--- src/rtl/fetch_unit.sv ---
// Instruction fetch front end: PC, synchronous ROM interface and a prefetch queue of PC-tagged instructions.
// Define FETCH_BYPASS_EN to forward the returning ROM word straight to the outputs when the queue is empty.
module fetch_unit #(
  parameter int unsigned           PC_W     = 16,
  parameter int unsigned           INST_W   = 26,
  parameter int unsigned           DEPTH    = 4,
  parameter logic [PC_W-1:0]       RESET_PC = '0
) (
  input  logic                         clk,
  input  logic                         rst,
  output logic [PC_W-1:0]              rom_addr,
  input  logic [INST_W-1:0]            rom_q,
  input  logic                         redirect,
  input  logic [PC_W-1:0]              redirect_pc,
  input  logic                         stall,
  output logic                         inst_valid,
  output logic [INST_W-1:0]            inst,
  output logic [PC_W-1:0]              inst_pc,
  output logic [$clog2(DEPTH+1)-1:0]   queue_level
);

  localparam int unsigned CW = $clog2(DEPTH + 1);
  localparam int unsigned PW = $clog2(DEPTH);

  logic [PC_W-1:0]   fetch_pc_q, fetch_pc_d;
  logic [PC_W-1:0]   if_pc_q, if_pc_d;
  logic              if_v_q, if_v_d;
  logic [PW-1:0]     rd_ptr_q, rd_ptr_d;
  logic [PW-1:0]     wr_ptr_q, wr_ptr_d;
  logic [CW-1:0]     count_q, count_d;
  logic [INST_W-1:0] q_inst_q [DEPTH];
  logic [INST_W-1:0] q_inst_d [DEPTH];
  logic [PC_W-1:0]   q_pc_q   [DEPTH];
  logic [PC_W-1:0]   q_pc_d   [DEPTH];

  logic              queue_ne;
  logic              bypass_hit;
  logic              pop;
  logic              pop_queue;
  logic              push;
  logic              issue;
  logic [CW:0]       occupancy;

  always_comb begin
    queue_ne = (count_q != '0);
`ifdef FETCH_BYPASS_EN
    bypass_hit = !queue_ne && if_v_q && !redirect;
`else
    bypass_hit = 1'b0;
`endif
    inst_valid = queue_ne || bypass_hit;
    inst       = '0;
    inst_pc    = '0;
    if (queue_ne) begin
      inst    = q_inst_q[rd_ptr_q];
      inst_pc = q_pc_q[rd_ptr_q];
    end else if (bypass_hit) begin
      inst    = rom_q;
      inst_pc = if_pc_q;
    end
    rom_addr    = fetch_pc_q;
    queue_level = count_q;
  end

  // A bypassed word that is consumed this cycle never occupies a queue slot.
  always_comb begin
    pop       = inst_valid && !stall && !redirect;
    pop_queue = pop && queue_ne;
    push      = if_v_q && !redirect && !(bypass_hit && pop);
    occupancy = {1'b0, count_q} + {{CW{1'b0}}, if_v_q};
    issue     = !redirect && (occupancy < (CW + 1)'(DEPTH));
  end

  always_comb begin
    fetch_pc_d = fetch_pc_q;
    if_pc_d    = if_pc_q;
    if_v_d     = 1'b0;
    rd_ptr_d   = rd_ptr_q;
    wr_ptr_d   = wr_ptr_q;
    count_d    = count_q;
    q_inst_d   = q_inst_q;
    q_pc_d     = q_pc_q;
    if (redirect) begin
      fetch_pc_d = redirect_pc;
      rd_ptr_d   = '0;
      wr_ptr_d   = '0;
      count_d    = '0;
    end else begin
      if (issue) begin
        if_v_d     = 1'b1;
        if_pc_d    = fetch_pc_q;
        fetch_pc_d = fetch_pc_q + PC_W'(1);
      end
      if (push) begin
        q_inst_d[wr_ptr_q] = rom_q;
        q_pc_d[wr_ptr_q]   = if_pc_q;
        wr_ptr_d           = wr_ptr_q + PW'(1);
      end
      if (pop_queue) begin
        rd_ptr_d = rd_ptr_q + PW'(1);
      end
      case ({push, pop_queue})
        2'b10:   count_d = count_q + CW'(1);
        2'b01:   count_d = count_q - CW'(1);
        default: count_d = count_q;
      endcase
    end
  end

  always_ff @(posedge clk) begin
    if (rst) begin
      fetch_pc_q <= RESET_PC;
      if_pc_q    <= '0;
      if_v_q     <= 1'b0;
      rd_ptr_q   <= '0;
      wr_ptr_q   <= '0;
      count_q    <= '0;
      for (int unsigned i = 0; i < DEPTH; i++) begin
        q_inst_q[i] <= '0;
        q_pc_q[i]   <= '0;
      end
    end else begin
      fetch_pc_q <= fetch_pc_d;
      if_pc_q    <= if_pc_d;
      if_v_q     <= if_v_d;
      rd_ptr_q   <= rd_ptr_d;
      wr_ptr_q   <= wr_ptr_d;
      count_q    <= count_d;
      q_inst_q   <= q_inst_d;
      q_pc_q     <= q_pc_d;
    end
  end

endmodule

--- config.mk ---
export PLATFORM = sky130hd
export DESIGN_NAME = fetch_unit
export DESIGN_NICKNAME = d
export VERILOG_FILES = /design/src/rtl/fetch_unit.sv
export SDC_FILE = /design/constraint.sdc
export NUM_CORES = 1
export LEC_CHECK = 0
export CAP_MARGIN = 10
export CORE_ASPECT_RATIO = 0.75
export CORE_MARGIN = 2
export CORE_UTILIZATION = 56
export CTS_CLUSTER_SIZE = 10
export DETAILED_ROUTE_END_ITERATION = 6
export PLACE_DENSITY = 0.8
export SETUP_SLACK_MARGIN = 0.3
export SYNTH_ARGS = -nofsm -noshare
export SYNTH_HDL_FRONTEND = slang
export SYNTH_SLANG_ARGS = --single-unit
--- constraint.sdc ---
create_clock -name clk -period 2.5 [get_ports clk]
set_input_delay 0.5 -clock clk [delete_from_list [all_inputs] [get_ports clk]]
set_output_delay 0.5 -clock clk [all_outputs]
set_load 0.03 [all_outputs]
==> results of run 1 <==
-- sequential cells by signal, summed over array words and instances, names as in the netlist --
signal / cells
if_pc_q: 16
q_inst_q: 104
rom_addr: 16
rd_ptr_q: 2
queue_level: 3
q_pc_q: 64
wr_ptr_q: 2
if_v_q: 1
-- cell families (layout without fill, tap and decap cells) --
kind of cell | after synthesis | after routing | synth area share (%)
flops | 208 | 208 | 47.0
buf+inv | 97 | 207 | 4.45
simple gates | 476 | 476 | 22.5
fa+ha+maj | 7 | 7 | 1.07
mux | 44 | 44 | 10.9
xor+xnor | 12 | 12 | 1.19
compound gates | 213 | 213 | 12.9
-- synth_stat cells, types with 2 or more instances --
library cell / instances / area [um^2]
buf_2: 18 / 90.1
nor2b_1: 43 / 269
o21ai_0: 5 / 25.0
a21oi_1: 188 / 941
mux2i_1: 2 / 20.0
a311oi_1: 7 / 61.3
nor2_1: 22 / 82.6
mux4_2: 42 / 946
dfxtp_1: 208 / 4160
and3_1: 2 / 12.5
nand3_1: 6 / 30.0
ha_1: 6 / 75.1
nand2_1: 378 / 1420
xor2_1: 8 / 70.1
nor4b_1: 2 / 17.5
nor3_1: 2 / 10.0
inv_1: 13 / 48.8
clkbuf_1: 64 / 240
and2_1: 6 / 37.5
nand4_1: 3 / 18.8
xnor2_1: 4 / 35.0
a211oi_1: 7 / 52.6
and4_1: 4 / 35.0
or3_1: 5 / 31.3
-- cell usage in the layout, fill, tap and decap left out, types with 3 or more instances in the layout --
cell,count
buf_16,4
clkdlybuf4s15_2,3
and4_1,4
dfxtp_1,203
clkbuf_16,26
dlymetal6s2s_1,8
buf_4,40
nor2b_4,23
mux4_2,42
buf_6,35
dfxtp_4,5
a311oi_1,7
o21ai_0,5
nor2b_2,5
and2_2,4
nor2b_1,15
clkdlybuf4s50_1,53
a21oi_1,188
ha_1,5
xnor2_1,4
nand2_1,374
nand3_1,6
or3_1,5
a211oi_1,7
nand4_1,3
xor2_1,8
nor2_1,22
nand2_2,4
inv_1,12
buf_12,20
-- layout make-up --
class	instances	share of cell area, %
tap	205	2.21
timing repair buffer	168	16.7
sequential	208	36.1
clock buffer	26	5.51
inverter	13	0.421
multi-input combinational	752	39.1
-- repair_timing --
action	4_1_cts	5_1_grt
pin swaps	1	5
buffers inserted	15	3
cloned	5	1
endpoints found under the setup margin	46	52
resized for setup	283	34
-- stage by stage --
step                      std cells  cell area [um^2]  util, %  TNS [ns]  hold WS, ns
after global routing           1372             11600     75.5    -0.309        0.464
after floorplan                1057              8910        -         0        0.433
final                          1372             11600     75.5   -0.0417        0.449
after global placement         1322             10400     67.4   -0.0484        0.438
after CTS                      1368             11500     74.6  -0.00848        0.451
after detailed placement       1322             10400     67.4   -0.0969        0.444
-- power groups by stage --
stage | Clock [mW] | Combinational (mW) | Sequential [mW]
floorplan | 0 | 0.193 | 3.52
global placement | 0 | 0.421 | 3.50
detailed placement | 0 | 0.429 | 3.50
CTS | 3.04 | 0.449 | 3.42
global route | 3.19 | 0.491 | 3.43
finish | 3.04 | 0.460 | 3.42
-- routing by layer --
metal	vias up	wire, um	global-route usage (%)
met2	372	12700	51.0
met1	3912	10200	39.6
li1	3735	-	-
met4	0	563	9.27
met3	53	2240	5.56
met5	-	0	0
-- worst reg2reg max path: stages (launching register included) --
cell	delay [ns]
dfxtp_4	0.36
nor3_4	0.06
buf_6	0.13
clkbuf_16	0.18
nor3_4	0.22
ha_2	0.22
inv_2	0.04
fa_2	0.35
xor2_1	0.16
or3_1	0.30
a21oi_1	0.12
-- final timing paths --
path / depth (start not counted) / from / to / slack, ns
hold reg to reg: 2 / q_inst_q[9]$_SDFFE_PP0P_ / q_inst_q[9]$_SDFFE_PP0P_ / 0.45
hold / removal: 2 / q_inst_q[9]$_SDFFE_PP0P_ / q_inst_q[9]$_SDFFE_PP0P_ / 0.45
setup / recovery: 5 / rd_ptr_q[0]$_SDFFE_PP0P_ / inst[25] / -0.04
setup reg to reg: 10 / queue_level[2]$_SDFFE_PP0P_ / queue_level[2]$_SDFFE_PP0P_ / 0.28
==> flow_metrics.py, run 1 <==
metrics = {
    "floorplan": {
        "rows": 39,
        "start_util_pct": 57.7,
        "dieArea_um2": 16900,
        "core_area_um2": 15400,
        "ios": 108,
        "fp.dieH_um": 113,
        "dieWidth_um": 149,
    },
    "synthesis": {
        "synthesis.area_um2": 8860,
        "yosysWarningCount": 0,
        "yosysSeqAreaShare_pct": 47.0,
        "synth_edf_count": 0,
        "synth_async_sr_flop_share_pct": 0,
        "ys_ff_latch": 208,
        "synthCells": 1057,
        "synth.distinct_cells": 36,
        "syn_avg_cell_area_um2": 8.38,
        "yosys_most_used_dff": "dfxtp_1",
        "synth_fp_nets": 1110,
    },
    "sta": {
        "max_slew_margin_pct": 59.5,
        "skew_ns": 0.00982,
        "rsz0062_at_grt": "true",
        "fin_crit_ns": 2.54,
        "finalCritPeriodShare_pct": 102,
        "finalMaxSlewViolations": 0,
        "hold_viol": 0,
        "worst_slew_pin_slew_ns": 0.607,
        "setup_viol": 1,
        "setup_ws_ns": -0.0417,
        "fmax_mhz": 393,
    },
    "pwr": {
        "vdd_ir_drop_max_v": 0.000515,
        "p_leak_nw": 3.99,
        "pwr-share-comb_pct": 6.7,
        "power.density_nw_per_um2": 596,
        "pwr-share-seq_pct": 49.5,
        "swShare_pct": 22.9,
        "p_int_mw": 5.34,
        "p_clk_share_pct": 43.9,
        "p_sw_mw": 1.58,
        "total_power_mw": 6.92,
    },
    "grt": {
        "grt_max_degree": 79,
        "grt_remaining_overflow": 0,
        "grt_pass1_wl_mm": 40.4,
        "grt_pass1_vias": 8015,
        "grt_use_total_pct": 30.1,
        "antenna_found_initial": 0,
    },
    "worst_setup_path": {
        "cp_max_fo": 5,
        "critical-path-slowest-cell": "mux4_2",
        "path_cells": "buf_12 > buf_16 > mux4_2 > nor2b_4 > buf_6",
        "cp_slowest_stage_delay_ns": 0.57,
        "cp.arrival_ns": 2.04,
        "startpoint_type": "flop",
        "end_kind": "primary output",
        "path_buf_inv": 3,
        "critPathKind": "reg -> out",
        "crit_family": "multiplexers",
        "worst_ep_required_time_ns": 2.00,
    },
    "clock_network": {
        "root_buffer": "clkbuf_16",
        "path_clk_slew_ns": 0.06,
        "h-tree-depth": 1,
        "cts_hold_buf": 0,
        "cts.sinks": 208,
        "max-clock-path-buffers": 3,
        "cts_buffers": 24,
        "clock_latency_ns": 0.51,
        "cts_tree": "yes",
    },
    "finish": {
        "antenna_cells": 0,
        "drive_gt1_share_pct": 19.0,
        "ff_latch_area_um2": 4180,
        "fill_cells": 1055,
        "multiInputGateArea_um2": 4530,
        "finalNetCount": 1220,
        "syn_to_final_growth_pct": 30.9,
    },
    "drt": {
        "wl_mm": 25.7,
        "num_vias": 8072,
        "via_per_inst": 5.88,
        "ant_nets": 0,
        "routedWlPerCell_um": 18.7,
        "drc": 0,
        "drtIter0Drc": 780,
        "dr.pass1.iters": 5,
    },
    "run_status": {
        "violations": "setup timing",
        "status": "complete, but fails checks",
    },
    "placement": {
        "finalWeightedCongestion": 0.782,
        "place_ws_ns": -0.0969,
        "hpwl_mm": 14.6,
        "portBuffers": 107,
    },
    "hold_path": {
        "hold_class": "reg -> reg",
    },
    "run": {
        "drv_cap": 0,
    },
}
(Power assumes the default switching activity.)
==> run 2, diff against run 1 <==
--- a/config.mk
+++ b/config.mk
@@ -8,10 +8,9 @@
 export CAP_MARGIN = 10
 export CORE_ASPECT_RATIO = 0.75
 export CORE_MARGIN = 2
-export CORE_UTILIZATION = 56
+export CORE_UTILIZATION = 25
 export CTS_CLUSTER_SIZE = 10
 export DETAILED_ROUTE_END_ITERATION = 6
-export PLACE_DENSITY = 0.8
 export SETUP_SLACK_MARGIN = 0.3
 export SYNTH_ARGS = -nofsm -noshare
 export SYNTH_HDL_FRONTEND = slang
==> constraint.sdc (replaced) <==
create_clock -name clk -period 2.3 [get_ports clk]
set_input_delay 0.46 -clock clk [delete_from_list [all_inputs] [get_ports clk]]
set_output_delay 0.46 -clock clk [all_outputs]
set_load 0.03 [all_outputs]
==> run 2 against run 1 <==
- the run still ends with setup timing left
- routed wire length rose by 7.2%
- power rose by 13%
- final cell count up 21%
- die area rose by 120%
- non-clock buffer count grew 33
- sequential power grew 8.8%
- first-iteration DRC count shrank 37%
- global-route usage decreased by 15 points
- clock-buffer cell count grew 7
- sequential share of layout area shrank 2.4 points
- worst setup slack worse by 0.078 ns
- clock skew is 0.0067 ns higher
- critical endpoint is now inst[0]
- highest routed layer unchanged
==> flow_metrics.py, run 2 (synthesis gave the netlist of run 1 again) <==
metrics = {
    "drt": {
        "drc": 0,
        "drtIter0Drc": 493,
        "highest_layer": "met4",
        "wl_met2_mm": 12.6,
        "routedWlPerCell_um": 16.5,
        "ant_nets": 0,
        "wl_met1_mm": 13.3,
        "num_vias": 7779,
        "dr.pass1.iters": 5,
        "via_per_inst": 4.67,
        "routed-wl-met3_mm": 1.19,
        "wl_mm": 27.5,
    },
    "hold_path": {
        "min-delay-start": "rst",
        "holdPathEnd": "if_pc_q[6]$_SDFFE_PP0P_",
        "hold_depth": 2,
        "hold_class": "in -> reg",
    },
    "pwr": {
        "p_leak_nw": 4.19,
        "vdd_ir_drop_max_v": 0.000454,
        "power.density_nw_per_um2": 627,
        "total_power_mw": 7.79,
    },
    "grt": {
        "antenna_found_initial": 0,
        "grt_pass1_vias": 7624,
        "grt_pass1_wl_mm": 43.3,
        "grt_use_total_pct": 14.7,
        "grt_max_degree": 64,
        "grt_remaining_overflow": 0,
    },
    "finish": {
        "largest_registers": "q_inst_q: 104 flops, q_pc_q: 64 flops",
        "largest_reg_flops": 104,
        "antenna_cells": 0,
        "drive_gt1_share_pct": 22.5,
        "final_core_util_pct": 35.7,
        "finalNetCount": 1254,
        "final_cell_mix": "nand2_1 (374), dfxtp_1 (203), a21oi_1 (188)",
        "final_common_cell": "nand2_1",
        "syn_to_final_growth_pct": 40.1,
        "fin_area_um2": 12400,
        "largest_register": "q_inst_q",
    },
    "floorplan": {
        "ios": 108,
        "dieWidth_um": 221,
        "rows": 59,
        "dieArea_um2": 37000,
        "start_util_pct": 25.5,
        "fp.dieH_um": 167,
        "core_area_um2": 34800,
    },
    "sta": {
        "finalCritPeriodShare_pct": 105,
        "max_slew_margin_pct": 64.4,
        "finalMaxSlewViolations": 0,
        "setup_tns_ns": -2.99,
        "setup_ws_ns": -0.119,
        "skew_ns": 0.0165,
        "fmax_mhz": 413,
        "hold_viol": 0,
        "rsz0062_at_grt": "true",
        "setup_viol": 39,
        "worst_slew_pin_slew_ns": 0.534,
        "fin_crit_ns": 2.42,
    },
    "placement": {
        "placed_cell_area_um2": 10800,
        "portBuffers": 107,
        "finalWeightedCongestion": 0.753,
        "hpwl_mm": 17.2,
    },
    "worst_setup_path": {
        "r2r_start": "queue_level[1]$_SDFFE_PP0P_",
        "worst_ep_required_time_ns": 1.84,
        "reg2regPathDepth": 9,
        "cp.arrival_ns": 1.96,
        "cp_max_fo": 8,
        "critPathKind": "reg -> out",
        "startpoint_type": "flop",
        "end_kind": "primary output",
        "r2r_end": "queue_level[2]$_SDFFE_PP0P_",
        "reg2reg_slack_ns": 0.34,
    },
    "clock_network": {
        "path_clk_slew_ns": 0.06,
        "max-clock-path-buffers": 3,
        "h-tree-depth": 1,
        "cts_buffers": 25,
        "cts_tree": "yes",
        "cts.sinks": 208,
        "clock_latency_ns": 0.52,
        "root_buffer": "clkbuf_16",
    },
    "run_status": {
        "violations": "setup timing",
        "status": "complete, but fails checks",
    },
    "run": {
        "drv_cap": 0,
    },
}
-- run 2: cell types whose count changed in the layout (fill, tap and decap cells not counted), sizes merged --
cell and delta:
clkdlybuf4s15 -3, dlygate4sd2 +18, bufinv +1, inv +1, buf +35, bufbuf +2, dlymetal6s2s -8, clkdlybuf4s50 -10
clkbuf +6
-- run 2: power breakdown --
part,internal [mW],leakage (nW),switching (mW)
registers,3.66,1.69,0.0624
logic,0.226,2.16,0.292
clock network,2.10,0.342,1.45
-- run 2: worst max path at each step --
stage                                        start                     endpoint  slack [ns]
final                     rd_ptr_q[1]$_SDFFE_PP0P_                      inst[0]       -0.12
after global routing      rd_ptr_q[1]$_SDFFE_PP0P_                      inst[3]       -0.17
after CTS                 rd_ptr_q[1]$_SDFFE_PP0P_                      inst[6]       -0.21
after detailed placement                  redirect  queue_level[2]$_SDFFE_PP0P_       -0.28
after global placement                    redirect  queue_level[2]$_SDFFE_PP0P_       -0.25
after floorplan                           redirect  queue_level[2]$_SDFFE_PP0P_        0.20
-- run 2: layout make-up --
type	count	area, um^2
Fill cell	3454	22400
Multi-Input combinational cell	752	4660
Sequential cell	208	4180
Timing Repair Buffer	201	2250
Clock buffer	33	666
Tap cell	457	572
Inverter	13	48.8
Clock inverter	2	38.8
-- run 2: metrics by stage --
step | hold WS [ns] | std cells | setup WS [ns]
2_1_floorplan | 0.433 | 1057 | 0.203
3_3_place_gp | 0.438 | 1582 | -0.248
3_5_place_dp | 0.445 | 1582 | -0.278
4_1_cts | 0.330 | 1664 | -0.207
5_1_grt | 0.353 | 1666 | -0.174
6_report | 0.355 | 1666 | -0.119
-- run 2: critical path, cell delays in order (launching register included) --
cell	delay, ns
dfxtp_4	0.37
buf_12	0.15
buf_8	0.12
mux4_2	0.51
nor2b_4	0.14
buf_6	0.13
-- run 2: what timing repair did --
action	in CTS	in global routing
gates cloned	3	0
setup endpoints to repair	63	46
pin swaps	6	3
hold buffers	0	0
resized for setup	296	27
buffers inserted	44	2
-- run 2: routing by layer --
| metal | up-vias | global-route usage (%) |
|---|---|---|
| met5 | - | 0 |
| met1 | 3765 | 20.6 |
| met2 | 179 | 23.9 |
| met3 | 29 | 1.98 |
| li1 | 3806 | - |
| met4 | 0 | 3.44 |
==> run 3, diff against run 2 <==
--- a/config.mk
+++ b/config.mk
@@ -6,7 +6,6 @@
 export NUM_CORES = 1
 export LEC_CHECK = 0
 export CAP_MARGIN = 10
-export CORE_ASPECT_RATIO = 0.75
 export CORE_MARGIN = 2
 export CORE_UTILIZATION = 25
 export CTS_CLUSTER_SIZE = 10
==> run 3 against run 2 <==
- the run still ends with setup timing left
- via count is 1.9% lower
- worst hold slack better by 0.017 ns
- design area is 1.1% lower
- worst setup slack worse by 0.00059 ns
- clock power is 8.5% higher
- clock skew is 0.0010 ns lower
- fmax hardly changed
- sequential cell count stayed put
- combinational power is 3% lower
- critical path depth stayed put
- critical path type unchanged
- critical endpoint unchanged
- largest power group is now clock
==> flow_metrics.py, run 3 (synthesis gave the netlist of run 1 again) <==
metrics = {
    "worst_setup_path": {
        "critPathKind": "reg -> out",
        "cp_slowest_stage_delay_ns": 0.49,
        "end_kind": "primary output",
        "crit_top_cell": "buf_12",
        "path_cells": "buf_12 > buf_12 > mux4_2 > nor2b_4 > buf_6",
        "reg2reg_slack_ns": 0.31,
        "r2r_end": "queue_level[2]$_SDFFE_PP0P_",
        "cp_max_fo": 8,
        "worst_ep_required_time_ns": 1.84,
        "reg2regPathDepth": 9,
        "r2r_start": "queue_level[1]$_SDFFE_PP0P_",
        "cp.arrival_ns": 1.96,
        "critical-path-slowest-cell": "mux4_2",
        "startpoint_type": "flop",
    },
    "sta": {
        "setup_ws_ns": -0.120,
        "holdWs_ns": 0.372,
        "fin_crit_ns": 2.42,
        "skew_ns": 0.0155,
        "finalMaxSlewViolations": 0,
        "max_slew_margin_pct": 67.2,
        "worst_slew_pin_slew_ns": 0.492,
        "setup_viol": 39,
        "hold_viol": 0,
        "fmax_mhz": 413,
        "rsz0062_at_grt": "true",
        "finalCritPeriodShare_pct": 105,
        "setup_tns_ns": -1.88,
    },
    "finish": {
        "fin_area_um2": 12300,
        "finalNetCount": 1235,
        "drive_gt1_share_pct": 21.7,
        "final_core_util_pct": 35.4,
        "largest_reg_flops": 104,
        "ff_latch_area_um2": 4180,
        "antenna_cells": 0,
        "final_cell_count_no_fill": 1646,
        "final_common_cell": "nand2_1",
        "final_cell_mix": "nand2_1 (374), dfxtp_1 (203), a21oi_1 (187)",
        "largest_registers": "q_inst_q: 104 flops, q_pc_q: 64 flops",
        "fill_cells": 3547,
        "largest_register": "q_inst_q",
        "syn_to_final_growth_pct": 38.6,
        "multiInputGateArea_um2": 4660,
    },
    "floorplan": {
        "start_util_pct": 25.5,
        "ios": 108,
        "dieWidth_um": 192,
        "dieArea_um2": 37000,
        "fp.dieH_um": 192,
        "core_area_um2": 34700,
        "rows": 68,
    },
    "clock_network": {
        "root_buffer": "clkbuf_16",
        "cts_tree": "yes",
        "cts_buffers": 26,
        "h-tree-depth": 1,
        "cts.sinks": 208,
        "clock_latency_ns": 0.52,
        "max-clock-path-buffers": 3,
        "path_clk_slew_ns": 0.05,
    },
    "placement": {
        "finalWeightedCongestion": 0.719,
        "dpl.cell_count": 1576,
        "hpwl_mm": 16.0,
        "placed_cell_area_um2": 10800,
        "portBuffers": 107,
    },
    "drt": {
        "num_vias": 7630,
        "ant_nets": 0,
        "dr.pass1.iters": 4,
        "drtIter0Drc": 391,
        "wl_mm": 26.4,
        "via_per_inst": 4.64,
        "drc": 0,
        "routedWlPerCell_um": 16.0,
    },
    "hold_path": {
        "holdPathEnd": "q_pc_q[1]$_SDFFE_PP0P_",
        "hold_class": "in -> reg",
        "hold_depth": 2,
        "min-delay-start": "rst",
    },
    "grt": {
        "grt_pass1_vias": 7433,
        "grt_max_degree": 87,
        "antenna_found_initial": 0,
        "grt_use_total_pct": 14.1,
        "grt_pass1_wl_mm": 41.1,
        "grt_remaining_overflow": 0,
    },
    "run": {
        "drv_cap": 0,
    },
    "run_status": {
        "violations": "setup timing",
        "status": "complete, but fails checks",
    },
    "pwr": {
        "power.density_nw_per_um2": 658,
        "p_leak_nw": 4.08,
        "vdd_ir_drop_max_v": 0.000500,
    },
}
## run 3: area by class of cell
class / instances / area share, %
Tap cell: 455 / 4.63
Timing Repair Buffer: 181 / 16.6
Clock inverter: 4 / 0.570
Inverter: 13 / 0.418
Clock buffer: 33 / 5.85
Multi-Input combinational cell: 752 / 37.9
Sequential cell: 208 / 34.0
## run 3: per-stage QoR
stage | setup WS [ns] | total power [mW]
after floorplan | 0.203 | 4.03
after global placement | -0.264 | 4.28
after detailed placement | -0.272 | 4.28
after CTS | -0.178 | 8.18
after global routing | -0.172 | 8.37
final | -0.120 | 8.08
## run 3: repair_timing
item / 4_1_cts / 5_1_grt
cloned: 1 / 0
resized for setup: 264 / 11
pin swaps: 4 / 6
setup endpoints to repair: 63 / 45
hold buffers: 0 / 0
setup buffers: 25 / 7
## run 3: critical path, delay by kind of cell (launching register included)
| kind | cells | cell delay, ns |
|---|---|---|
| multiplexers | 1 | 0.49 |
| buffers and inverters | 3 | 0.42 |
| flip-flops | 1 | 0.39 |
| AND/OR/NAND/NOR | 1 | 0.14 |
## run 3: how the worst max path moves through the flow
stage                                         from                     endpoint  slack [ns]  cells after the start
final                     rd_ptr_q[1]$_SDFFE_PP0P_                      inst[0]       -0.12                      5
after global routing      rd_ptr_q[1]$_SDFFE_PP0P_                      inst[0]       -0.17                      5
after CTS                 rd_ptr_q[1]$_SDFFE_PP0P_                      inst[2]       -0.18                      5
after detailed placement                  redirect  queue_level[2]$_SDFFE_PP0P_       -0.27                      8
after global placement                    redirect  queue_level[2]$_SDFFE_PP0P_       -0.26                      8
after floorplan                           redirect  queue_level[2]$_SDFFE_PP0P_        0.20                      8
## run 3: metal layers
metal	part of all wire, %	GRT usage, %	up-vias	wire (um)
met2	50	25.0	185	13100
met1	43	17.6	3636	11300
met4	2.0	3.05	0	521
li1	-	-	3771	-
met5	0	0	-	0
met3	5.5	2.73	38	1450
## run 3: report_power, final
part / switching (mW) / internal [mW]
Combinational: 0.285 / 0.220
Sequential: 0.0646 / 3.66
Clock: 1.48 / 2.38
==> RTL edit 1 (flow settings as in run 1) <==
`DEPTH`: 4 -> 8.
--- a/src/rtl/fetch_unit.sv
+++ b/src/rtl/fetch_unit.sv
@@ -3,7 +3,7 @@
 module fetch_unit #(
   parameter int unsigned           PC_W     = 16,
   parameter int unsigned           INST_W   = 26,
-  parameter int unsigned           DEPTH    = 4,
+  parameter int unsigned           DEPTH    = 8,
   parameter logic [PC_W-1:0]       RESET_PC = '0
 ) (
   input  logic                         clk,
Ports: changed (resized queue_level); port bits go from 108 to 109. No check against the original RTL was run, so the function may have changed too.
==> RTL edit 1 against run 1 <==
Sequential cell count up 171; worst setup slack worse by 0.25 ns; area after synthesis up 85%; power is 77% higher; wire length grew 94%; final area is 75% higher; global-route usage up 0.60 points; the run still ends with setup timing left; critical path type unchanged; count of clock-buffer cells in the layout grew 19.
==> RTL edit 1: results (changes against run 1) <==
Synth
  – Post-synthesis cell type count: 48 (+33%)
  – Synth cell count leaders: nand2_1 (681), dfxtp_1 (379), a21oi_1 (340)
  – Synthesized-area fraction occupied by adder cells: 0.004588 (-0.006142)
  – Post-synthesis sequential area ratio: 0.4637 (-0.006142)
  – Synth top area cells: dfxtp_1 (46%), nand2_1 (16%), mux4_2 (12%)
  – Synthesized net count: 1980 (+78%)
  – Mapped Cells: 1928 (+82%)
  – Compound-Gate Fraction of Synth Area: 0.1175 (-0.01108)
  – Xor/xnor share of the synthesized area: 0.007494 (-0.004365)

Placed design
  – Cell total after placement: 2323 (+76%)
  – RePlAce Congestion: 0.8062 (+3.1%)
  – PortBufs: 108 (+0.93%)
  – Final HPWL DP: 28.60 mm (+96%)
  – Pre-CTS WS: -0.1640 ns (-0.06708 ns)
  – Placed Area: 18210 sq um (+76%)

Min path
  – Type of the most critical hold path: input port to register

Global route
  – First-pass GRT wire length: 75.99 mm (+88%)
  – Tot GR Track Use: 0.3074 (+0.006047)
  – Pin count of the biggest net entering global routing: 92 (+16%)

Pwr
  – Seq pwr: 6.17 mW (+80%)
  – Leak Pwr: 6.834 nW (+71%)
  – Clk network pwr share: 0.447 (+0.008)

Final layout
  – Nets: 2087 (+71%)
  – Biggest regs: q_inst_q: 208 flops, q_pc_q: 128 flops
  – Ant diodes: 0 (unchanged)
  – Post-layout util: 0.7020 (-0.05273)
  – Fraction of layout cells with a size suffix above 1: 0.1948 (+0.004567)

Detailed routing
  – Drt pass-1 iters: 6 (+1)
  – DRT iter0 DRCs: 1837 (+140%)
  – Via density: 6.100 (+3.7%)
  – Via count: 14.82k (+84%)
  – Detailed Route WL: 49.85 mm (+94%)

CTS
  – Clk Latency, worst-skew pair: 0.55 ns (+0.04 ns)
  – Total CTS buffers: 43 (+79%)
  – Htree depth: 2 (+1)

Timing
  – Worst slew pin tran: 0.6737 ns (+0.06634 ns)
  – Finish-stage setup viols: 42 (+41)
  – Final clock skew: 0.02357 ns (+0.01375 ns)
  – Setup ws final: -0.2903 ns (-0.2486 ns)

Run status
  – Failing checks: setup timing
  – Status: complete, but fails checks

Setup path
  – Crit Path Max Fanout: 11 (+6)
  – Max incr delay on CP: 0.52 ns (-0.05 ns)
RTL edit 1: worst reg2reg max path, cell delays in order (launching register included):
cell and delay [ns]:
dfxtp_4 0.35, nor4_4 0.31, buf_4 0.17, buf_12 0.13, nor3_4 0.07, ha_4 0.18
xor2_1 0.15, ha_2 0.20, a21oi_2 0.04, xor2_1 0.17, or3_1 0.34, a21oi_2 0.12
RTL edit 1: timing repair:
item / CTS / global route
hold buffers: 0 / 0
cloned: 2 / 5
resized for setup: 220 / 48
endpoints found under the setup margin: 51 / 55
pin swaps: 4 / 13
setup buffers: 25 / 27
RTL edit 1: worst paths after layout:
kind / slack [ns] / end / cells past startpoint / startpoint
worst max-delay path: -0.29 / inst[23] / 6 / rd_ptr_q[1]
worst max register to register: 0.20 / queue_level[2] / 11 / queue_level[0]
worst min register to register: 0.45 / q_pc_q[124] / 2 / q_pc_q[124]
worst min-delay path: 0.35 / if_pc_q[10] / 2 / rst
RTL edit 1: layout make-up:
class | count | area, sq um | area share
multi-input cells | 1349 | 8149 | 0.4014
repair buffers | 255 | 2887 | 0.1422
inverters | 7 | 31.28 | 0.001541
clock inverters | 3 | 48.80 | 0.002404
flip-flops and latches | 379 | 7611 | 0.3749
clock buffers | 45 | 1084 | 0.05337
well taps | 392 | 490.5 | 0.02416
RTL edit 1: logic make-up (layout without fill, tap and decap cells):
logic type / Yosys count / after routing
compound gates: 368 / 368
simple gates: 815 / 815
xor+xnor: 14 / 14
fa+ha+maj: 6 / 6
buf+inv: 200 / 310
flops: 379 / 379
mux: 146 / 146
RTL edit 1: metal layers:
metal  up-vias  routed length [microns]  GRT usage
li1       6616                        -          -
met1      7128                    19450     0.4042
met2       925                    23980     0.5046
met3       153                     5016    0.05663
met4         0                     1405     0.1229
met5         -                        0          0
==> RTL edit 2 (config.mk and constraints of run 1) <==
Made on the original files. Reset style: asynchronous (`rst`), changed in one clocked block.
--- a/src/rtl/fetch_unit.sv
+++ b/src/rtl/fetch_unit.sv
@@ -107,7 +107,7 @@
     end
   end
 
-  always_ff @(posedge clk) begin
+  always_ff @(posedge clk or posedge rst) begin
     if (rst) begin
       fetch_pc_q <= RESET_PC;
       if_pc_q    <= '0;
Check against the original RTL: differs if rst is asserted again (counterexample within 4 cycles, from zero or initial values and one cycle with rst high); with rst held inactive, the same outputs for 4 cycles.
==> RTL edit 2 against run 1 <==
The run still ends with setup timing left; final area rose by 5.8%; via count fell by 27%; wire length fell by 18%; clock skew fell by 0.0017 ns; utilization fell by 2.1 points; worst setup slack got worse by 0.11 ns; area after synthesis rose by 7.5%; first-iteration DRC count fell by 60%; die area rose by 7.3%; hold slack got worse by 0.064 ns; sequential cell count did not move; count of clock-buffer cells in the layout did not move; critical path type unchanged.
Power is not compared: it rests on default switching activity, and its combinational part moved more than twofold at a synthesized area within 25%.
==> RTL edit 2: results (changes against run 1) <==
Run status
  – Status: complete, but fails checks
  – Failing checks: setup timing

Pwr
  – Sw frac: 0.3502
  – Peak supply drop: 0.7940 mV
  – Seq pwr: 5.82 mW

Placed design
  – PortBufs: 107 (unchanged)
  – Final HPWL DP: 13.73 mm (-5.8%)
  – Cell total after placement: 964 (-27%)
  – Pre-CTS WS: -0.01290 ns (+0.08398 ns)
  – RePlAce Congestion: 0.8013 (+2.5%)
  – Placed Area: 11140 sq um (+7.6%)

Global route
  – First-pass GRT wire length: 34.16 mm (-15%)
  – GR Util met2: 0.4164 (-0.09362)
  – Number of global-route vias before repair: 6480 (-19%)
  – GRT met3 Usage: 0.03645 (-0.01919)
  – Routing usage on met1: 0.3309 (-0.06492)
  – Pin count of the biggest net entering global routing: 71 (-10%)
  – Tot GR Track Use: 0.2407 (-0.06061)

Synth
  – Post-synthesis cell type count: 48 (+33%)
  – Xor/xnor share of the synthesized area: 0.01011 (-0.001749)
  – Post-synthesis mux area share: 0.3209 (+0.2119)
  – FFs w/ async S/R, synth: 1.000 (+1.000)
  – Synth top area cells: dfrtp_1 (55%), mux2_2 (20%), mux4_2 (9.9%)
  – Synthesized net count: 697 (-37%)
  – Mapped Cells: 645 (-39%)
  – Synthesized-area fraction occupied by adder cells: 0.008666 (-0.002064)
  – Ys flop type: dfrtp_1
  – Post-synthesis sequential area ratio: 0.5462 (+0.07636)
  – Synth cell count leaders: dfrtp_1 (208), mux2_2 (171), nor2b_1 (43)
  – Compound-Gate Fraction of Synth Area: 0.02088 (-0.1077)

Final layout
  – FILL cells: 1062 (+0.66%)
  – Ant diodes: 0 (unchanged)
  – Nets: 845 (-31%)
  – Final Non-Filler Cells: 1009 (-26%)
  – Fraction of layout cells with a size suffix above 1: 0.4824 (+0.2921)

Detailed routing
  – DR WL/cell: 20.96 microns (+12%)
  – Drt pass-1 iters: 4 (-1)
  – Via density: 5.833 (-0.85%)
  – Met3 Routed Length: 850 microns (-62%)
  – Met2 wire len: 10.82 mm (-15%)
  – Met1 Wirelength: 9.293 mm (-8.9%)
  – DRT iter0 DRCs: 312 (-60%)

Setup path
  – Max incr delay on CP: 0.51 ns (-0.06 ns)
  – Critical path's top delay family: buffers and inverters
  – Crit Path Max Fanout: 6 (+1)
  – CP max stage cell: dfrtp_4

Min path
  – Type of the most critical hold path: input port to asynchronous set/reset pin

Timing
  – Finish-stage setup viols: 36 (+35)
  – Setup ws final: -0.1468 ns (-0.1051 ns)
  – Relative slew slack: 0.6616 (+0.06658)
  – Final clock skew: 0.008077 ns (-0.001745 ns)
  – Setup TNS Final: -2.489 ns (-2.447 ns)

CTS
  – Total CTS buffers: 24 (unchanged)
  – Htree depth: 1 (unchanged)
  – Worst-path clk slew: 0.06 ns (about the same)
  – CTS root buffer: clkbuf_16
## RTL edit 2: changes by cell type after synthesis, sizes merged, moves of 11 or more
| cell | before | now |
|---|---|---|
| mux2 | 0 | 184 |
| dfxtp | 208 | 0 |
| nand2 | 378 | 23 |
| dfrtp | 0 | 208 |
| nor2 | 22 | 11 |
| clkbuf | 64 | 10 |
| a21oi | 188 | 3 |
## RTL edit 2: path summary, 6_finish.rpt
kind                           startpoint              to  slack (ns)  cells past startpoint
max in group asynchronous             rst    q_inst_q[41]        1.36                      4
max                           rd_ptr_q[0]      inst_pc[4]       -0.15                      6
min reg2reg                  q_inst_q[25]    q_inst_q[25]        0.49                      1
min in group clk             q_inst_q[25]    q_inst_q[25]        0.49                      1
max reg2reg                queue_level[1]  queue_level[2]        0.43                      7
min                                   rst      q_pc_q[60]        0.38                      2
## RTL edit 2: area by class of cell
cell class | count | area, sq um | share of cell area
clock buffers | 26 | 618.1 | 0.05037
clock inverters | 1 | 16.27 | 0.001326
inverters | 10 | 41.29 | 0.003365
multi-input cells | 389 | 4338 | 0.3535
flip-flops and latches | 208 | 5210 | 0.4246
well taps | 215 | 269.0 | 0.02192
repair buffers | 160 | 1778 | 0.1449
## RTL edit 2: logic make-up after synthesis
family                   Yosys count
AND/OR/NAND/NOR                  114
adder cells (fa/ha/maj)            6
buffers and inverters             48
multiplexers                     230
flip-flops                       208
XOR/XNOR                          11
AO/OA/AOI/OAI                     28
## RTL edit 2: what timing repair did
action,4_1_cts,5_1_grt
cloned,2,0
pin swaps,1,1
endpoints found under the setup margin,50,48
buffers inserted,12,4
endpoints found under the hold margin,0,0
gates resized for setup,253,50
